[src/rtl/lsu_mem_stage.sv]
// MEM-stage load/store unit sitting between the EX/MEM register and a 2^ADDR_W x 32 data memory.
// Sub-word stores run as a two-cycle read-modify-write. Loads are aligned, extended and registered.
// Misaligned or illegal-width requests raise access_err and never strobe memory.
//
// Ports:
//   clk, rst               clock, synchronous active-high reset
//   req_valid/read/write   request qualifiers (write wins over read)
//   funct3, addr, wdata    RV32I width code, byte address, store data
//   mem_rdata              word returned by memory (sampled on falling edge)
//   mem_addr/read/write    word index and strobes to memory
//   mem_wdata              word to memory
//   stall                  holds the pipeline during the RMW read cycle
//   load_data/load_valid   registered load result and its one-cycle pulse
//   access_err             registered one-cycle error pulse
module lsu_mem_stage #(
  parameter int unsigned ADDR_W = 8
) (
  input  logic              clk,
  input  logic              rst,
  input  logic              req_valid,
  input  logic              req_read,
  input  logic              req_write,
  input  logic [2:0]        funct3,
  input  logic [31:0]       addr,
  input  logic [31:0]       wdata,
  input  logic [31:0]       mem_rdata,
  output logic [ADDR_W-1:0] mem_addr,
  output logic              mem_read,
  output logic              mem_write,
  output logic [31:0]       mem_wdata,
  output logic              stall,
  output logic [31:0]       load_data,
  output logic              load_valid,
  output logic              access_err
);

  typedef enum logic [0:0] {StIdle, StRmwWrite} state_e;

  state_e            state_q, state_d;
  logic [31:0]       wbuf_q, wbuf_d;
  logic [ADDR_W-1:0] waddr_q, waddr_d;
  logic [31:0]       load_data_q, load_data_d;
  logic              load_valid_q, load_valid_d;
  logic              access_err_q, access_err_d;

  logic        is_wr, is_rd;
  logic        f3_legal, misaligned, req_err, sub_store;
  logic [7:0]  lane_b;
  logic [15:0] lane_h;
  logic [31:0] load_ext, merged;
  logic        unused_addr_hi;

  // Address bits above the word index are don't-care.
  assign unused_addr_hi = ^addr[31:ADDR_W+2];

  assign is_wr = req_valid & req_write;
  assign is_rd = req_valid & req_read & ~req_write;

  always_comb begin
    f3_legal = 1'b0;
    case (funct3)
      3'b000, 3'b001, 3'b010: f3_legal = 1'b1;
      3'b100, 3'b101:         f3_legal = ~req_write;  // unsigned widths exist for loads only
      default:                f3_legal = 1'b0;
    endcase
  end

  assign misaligned = ((funct3[1:0] == 2'b01) & addr[0]) |
                      ((funct3[1:0] == 2'b10) & (addr[1:0] != 2'b00));
  assign req_err    = (is_wr | is_rd) & (~f3_legal | misaligned);
  assign sub_store  = is_wr & ~req_err & (funct3[1:0] != 2'b10);

  // Load lane selection and extension; funct3[2] marks the unsigned variants.
  always_comb begin
    lane_b = mem_rdata[{addr[1:0], 3'b000} +: 8];
    lane_h = addr[1] ? mem_rdata[31:16] : mem_rdata[15:0];
    case (funct3[1:0])
      2'b00:   load_ext = {{24{lane_b[7] & ~funct3[2]}}, lane_b};
      2'b01:   load_ext = {{16{lane_h[15] & ~funct3[2]}}, lane_h};
      default: load_ext = mem_rdata;
    endcase
  end

  // Word read during the first RMW cycle with the target lane overwritten.
  always_comb begin
    merged = mem_rdata;
    if (funct3[1:0] == 2'b00) begin
      merged[{addr[1:0], 3'b000} +: 8] = wdata[7:0];
    end else begin
      merged[{addr[1], 4'b0000} +: 16] = wdata[15:0];
    end
  end

  // State register.
  always_ff @(posedge clk) begin
    if (rst) begin
      state_q <= StIdle;
    end else begin
      state_q <= state_d;
    end
  end

  // Next-state logic.
  always_comb begin
    state_d = state_q;
    case (state_q)
      StIdle:     if (sub_store) state_d = StRmwWrite;
      StRmwWrite: state_d = StIdle;
    endcase
  end

  // Output logic; strobes are forced low while in reset.
  always_comb begin
    mem_read  = 1'b0;
    mem_write = 1'b0;
    stall     = 1'b0;
    mem_wdata = wdata;
    mem_addr  = addr[ADDR_W+1:2];
    case (state_q)
      StIdle: begin
        if (!rst && !req_err) begin
          if (sub_store) begin
            mem_read = 1'b1;
            stall    = 1'b1;
          end else if (is_wr) begin
            mem_write = 1'b1;
          end else if (is_rd) begin
            mem_read = 1'b1;
          end
        end
      end
      StRmwWrite: begin
        mem_wdata = wbuf_q;
        mem_addr  = waddr_q;
        mem_write = ~rst;
      end
    endcase
  end

  // Datapath next-state.
  always_comb begin
    wbuf_d       = wbuf_q;
    waddr_d      = waddr_q;
    load_data_d  = load_data_q;
    load_valid_d = 1'b0;
    access_err_d = 1'b0;
    if (state_q == StIdle) begin
      access_err_d = req_err;
      if (sub_store) begin
        wbuf_d  = merged;
        waddr_d = addr[ADDR_W+1:2];
      end
      if (is_rd) begin
        load_valid_d = 1'b1;
        load_data_d  = req_err ? 32'd0 : load_ext;
      end
    end
  end

  always_ff @(posedge clk) begin
    if (rst) begin
      wbuf_q       <= '0;
      waddr_q      <= '0;
      load_data_q  <= '0;
      load_valid_q <= 1'b0;
      access_err_q <= 1'b0;
    end else begin
      wbuf_q       <= wbuf_d;
      waddr_q      <= waddr_d;
      load_data_q  <= load_data_d;
      load_valid_q <= load_valid_d;
      access_err_q <= access_err_d;
    end
  end

  assign load_data  = load_data_q;
  assign load_valid = load_valid_q;
  assign access_err = access_err_q;

endmodule

[config.mk]
export PLATFORM = sky130hd
export DESIGN_NAME = lsu_mem_stage
export DESIGN_NICKNAME = d
export VERILOG_FILES = /design/src/rtl/lsu_mem_stage.sv
export SDC_FILE = /design/constraint.sdc
export NUM_CORES = 1
export LEC_CHECK = 0
export ABC_CLOCK_PERIOD_IN_PS = 2000
export CAP_MARGIN = 20
export CORE_MARGIN = 2
export CORE_UTILIZATION = 40
export CTS_CLUSTER_SIZE = 40
export DETAILED_ROUTE_END_ITERATION = 8
export PLACE_DENSITY = 0.78
export SYNTH_ARGS = -nofsm -noshare
export SYNTH_HDL_FRONTEND = slang
export SYNTH_SLANG_ARGS = --single-unit
export TNS_END_PERCENT = 10
[constraint.sdc]
create_clock -name clk -period 2 [get_ports clk]
set_input_delay 0.4 -clock clk [delete_from_list [all_inputs] [get_ports clk]]
set_output_delay 0.4 -clock clk [all_outputs]
set_load 0.1 [all_outputs]
# Word-level counts from Yosys, hierarchy flattened
# Cells that the tools add are included.
# W data, S select, Z words.
[totals] inputBits=104 out_inout_bits=77 register_bits=75
[classes] n_mux=22 bitwise=19 eq_ne=7 shifts=5 n_reduce_logical=11 n_addsub=2
[op_table] op="$mux W32" count=3
[op_table] op="$bwmux W32" count=2
[op_table] op="$pmux W32 S2" count=1
[op_table] op="$shift A16 B7 Y32 const A" count=1
[op_table] op="$shift A8 B7 Y32 const A" count=1
[op_table] op="$shiftx A16 B7 Y32" count=1
[op_table] op="$shiftx A32 B6 Y8" count=1
[op_table] op="$shiftx A8 B7 Y32" count=1
[op_table] op="$mux W16" count=1
[op_table] op="$neg A5 Y7" count=2
[op_table] op="$mux W1" count=11
[op_table] op="$and A1 B1 Y1" count=10
[op_table] op="$mux W8" count=1
[op_table] op="$eq A3 B3 Y1 const B" count=2
[op_table] op="$not A1 Y1" count=6
[op_table] op="$pmux W1 S2" count=3
[op_table] op="$reduce_and A2 Y1" count=2
[op_table] op="$reduce_or A2 Y1" count=2
[op_table] op="$eq A3 B1 Y1 const B" count=1
[op_table] op="$eq A3 B2 Y1 const B" count=1
[op_table] op="$logic_not A3 Y1" count=1
[op_table] op="$or A1 B1 Y1" count=3
[op_table] op="$reduce_or A3 Y1" count=1
[op_table] op="$eq A2 B1 Y1 const B" count=1
[op_table] op="6 further kinds" count=7

# Longest topological paths before layout
[logic_depth] ltp_word=12 depth_mapped=8 depth_no_buf=6

# Worst setup path before layout
# No wires, ideal clock.
[synth_timing] path_type="input -> output" start="in addr[1]" end="out mem_read" arrival_ns=3.699 setup_slack_ns=-2.099 t_required_ns=1.600 path_stages=7 n_path_buf=1 cell_sequence="buf_4 inv_1 ha_1 nand2b_1 a21oi_1 a21oi_1 a221oi_1"
[synth_via] elab_chain_cells=11 elab_cells_between_ends=13 classes_between="mux (3); bitwise (7); reduce/logical (3)"
[synth_lines] element="start, declared" line="24" text="input logic [31:0] addr,"
[synth_lines] element="$reduce_bool A2 Y1 *" line="69" text="((funct3[1:0] == 2'b10) & (addr[1:0] != 2'b00));"
[synth_lines] element="$and A1 B1 Y1 *" line="69"
[synth_lines] element="$or A1 B1 Y1 *" line="68" text="assign misaligned = ((funct3[1:0] == 2'b01) & addr[0]) |"
[synth_lines] element="$or A1 B1 Y1 *" line="70" text="assign req_err = (is_wr | is_rd) & (~f3_legal | misaligned);"
[synth_lines] element="$and A1 B1 Y1 *" line="70"
[synth_lines] element="$not A1 Y1" line="71" text="assign sub_store = is_wr & ~req_err & (funct3[1:0] != 2'b10);"
[synth_lines] element="$and A1 B1 Y1 (2 in a row)" line="71"
[synth_lines] element="$mux W1" line="122" text="if (sub_store) begin"
[synth_lines] element="$mux W1 *" line="121" text="if (!rst && !req_err) begin"
[synth_lines] element="$mux W1 *" line="119" text="case (state_q)"
[synth_lines] element="end, declared" line="28" text="output logic mem_read,"
# Mark *: on every way between the ends. The rest lies on a longest branch, timed or not.

# Worst setup path in the final report
[layout_timing] start="reg state_q" end="out mem_read"
[layout_via] elab_chain_cells=1
[layout_lines] element="start, declared" line="39" text="state_e state_q, state_d;"
[layout_lines] element="start signal, assigned" line="97" text="state_q <= StIdle;"
[layout_lines] element="start signal, assigned" line="99" text="state_q <= state_d;"
[layout_lines] element="$mux W1" line="119"
# Every way passes these cells.

==> metrics.cfg <==
[yosys]
synth_top_family_by_area = compound AO/OA/AOI/OAI gates
synth-simple-area-share_pct = 16.21
synth_nets = 603
synthFlopType = dfxtp_1
yosys.area.top_type = dfxtp_1
synthAdderAreaFrac_pct = 1.114
synth_xor_area_share_pct = 0
synth_top_area_share_pct = 33.42
ys_seq_elements = 75
postSynthAreaPerCell_um2 = 9.077
synthArstFlopShare_pct = 0
yosysWarnings = 0
synthDistinctLibCells = 49
yosysMostFrequentCell = dfxtp_1
synth_cells = 495
synth-edff-count = 0
synth_compound_area_share_pct = 24.17
muxShareOfSynthArea_pct = 19.27
synth.area.top_cells = dfxtp_1 33%, mux2_2 13%, a221oi_1 6.4%
synth_commonest_cells = 75 x dfxtp_1, 50 x mux2_2, 47 x a21oi_1, 47 x nand2_1, 33 x a221oi_1
synth-seq-area-share_pct = 33.42
netlist_area_um2 = 4493

[setup_path]
criticalPathCategory = flip-flop to output port
endpoint_kind = output port
r2r_cells = 7
cp-start-kind = flip-flop
crit_required_ns = 1.60
crit_fanout = 4
cp.arrival_ns = 1.63

[global_routing]
track_usage_pct = 27.48
grt_overflow = 0
grt_pass1_vias = 4869
grt_pass1_wl_mm = 25.38
antenna_found_initial = 0
grt_max_degree = 55

[route]
drt_iter0_markers = 425
via_per_inst = 5.918
routed_wirelength_mm = 16.41
vias = 4918
wire_per_inst_um = 19.75
drc = 0
drt_pass1_iterations = 6
postRouteAntennaNets = 0

[outcome]
status = finished with violations
violations = setup timing

[placed_design]
place_congestion = 0.9366
hpwl_mm = 12.54
port_buffers = 158

[clock_tree]
cts.reportedPaths.clkPinSlew_ns = 0.08
clkSinkCount = 75
clockBufferDepth = 2
clock_latency_ns = 0.36
cts_tree = built
cts_made_buffers = 9
cts_max_level = 3
cts_hold_buf = 0
cts_root_buffer = clkbuf_8

[floorplan]
start_util_pct = 41.27
die_w_um = 110.0
core_um2 = 10890
die_h_um = 110.0
io_pins = 181
die_area_um2 = 12100
rows = 38

[timing]
post-route-period-util_pct = 101.3
slew_viol_final = 0
worstMarginPinSlew_ns = 0.9458
hold_ws_ns = 0.2905
fin_crit_ns = 2.026
fin_ws_ns = -0.02637
maxSlewHeadroom_pct = 36.71
finClkSkew_ns = 0.007943
rsz0062_at_grt = true
finalHoldViolations = 0
setup_viol = 2
timing.fmax_mhz = 493.5

[pwr]
irDropWorstVdd_mv = 0.3611
power_uw = 4469
p_leak_uw = 0.002957
powerDensity_nw_per_um2 = 617.0

[cells_and_area]
layout-drive-gt1-share_pct = 34.06
fin_nets = 793
area_growth_pct = 61.21

[flow_run]
max_cap_viol_count = 0

[worst_hold_path]
hp-class = primary input to flip-flop
whs_path_depth = 2

## timing repair
action                                  CTS  global route
pin swaps                                 7             3
endpoints found under the setup margin   41            43
resized for setup                        20             3
hold endpoints to repair                  0             0
setup buffers                             3             0
## critical path: stages (launching register included)
cell and delay (ns):
dfxtp_4 0.37, nor3b_2 0.15, nand4b_1 0.13, buf_6 0.15
a221oi_4 0.25, buf_12 0.21
## path summary, 6_finish.rpt
path,slack [ns],start,to
worst min register to register,0.47,load_data[19],load_data[19]
worst max register to register,0.22,state_q,wbuf_q[23]
worst max-delay path,-0.03,state_q,mem_read
worst min-delay path,0.29,rst,load_valid
## sequential cells by signal, summed over array words and instances (netlist names)
register / cells
access_err: 1
load_data: 32
load_valid: 1
state_q: 1
waddr_q: 8
wbuf_q: 32
## through the flow
step / area (um2) / setup TNS (ns) / util (%) / instances / setup WS [ns]
after floorplan: 4567 / -0.9439 / - / 495 / -0.4275
after global placement: 6930 / -24.12 / 63.65 / 810 / -0.4989
after detailed placement: 6945 / -23.22 / 63.79 / 811 / -0.5254
after CTS: 7241 / -0.03546 / 66.50 / 830 / -0.03366
after global routing: 7241 / -1.372 / 66.50 / 830 / -0.09475
final: 7243 / -0.02947 / 66.52 / 831 / -0.02637
## final cells by class
type	instances	area, um2
fillers	823	3645
diodes	1	2.502
flip-flops and latches	75	1505
clock buffers	11	141.4
inverters	6	32.53
multi-input cells	369	2808
well taps	140	175.2
clock inverters	5	100.1
repair buffers	224	2479
## cells by family after synthesis
group | after synthesis
simple gates | 136
mux | 79
buf+inv | 51
compound gates | 150
flops | 75
fa+ha+maj | 4
## routing by layer
metal / share of wire, % / wire length [um] / global-route usage [%]
met1: 39 / 6393 / 33.77
met2: 47 / 7755 / 45.18
met3: 11 / 1815 / 8.701
met4: 2.7 / 451 / 9.765
met5: 0 / 0 / 0
## cell usage in the layout (no fill, tap or decap), drive strengths merged, types with 3 or more instances in the layout
cell	instances
buf	147
dfxtp	75
clkdlybuf4s50	72
mux2	50
nand2	47
a21oi	47
a221oi	33
mux2i	28
o21ai	22
nor2b	22
nor2	20
a211o	18
nor3	16
nand2b	12
clkbuf	12
a32o	8
inv	6
a22o	5
or3	4
a222oi	4
ha	4
o31ai	3
bufinv	3
dlygate4sd2	3
nor3b	3
## power breakdown
part           total [uW]  leakage [uW]  switching, uW  internal (uW)
Sequential           1540      0.000607           18.7           1520
Clock                1450      0.000123            590            859
Combinational        1480       0.00223            881            597
(Power assumes the default switching activity.)
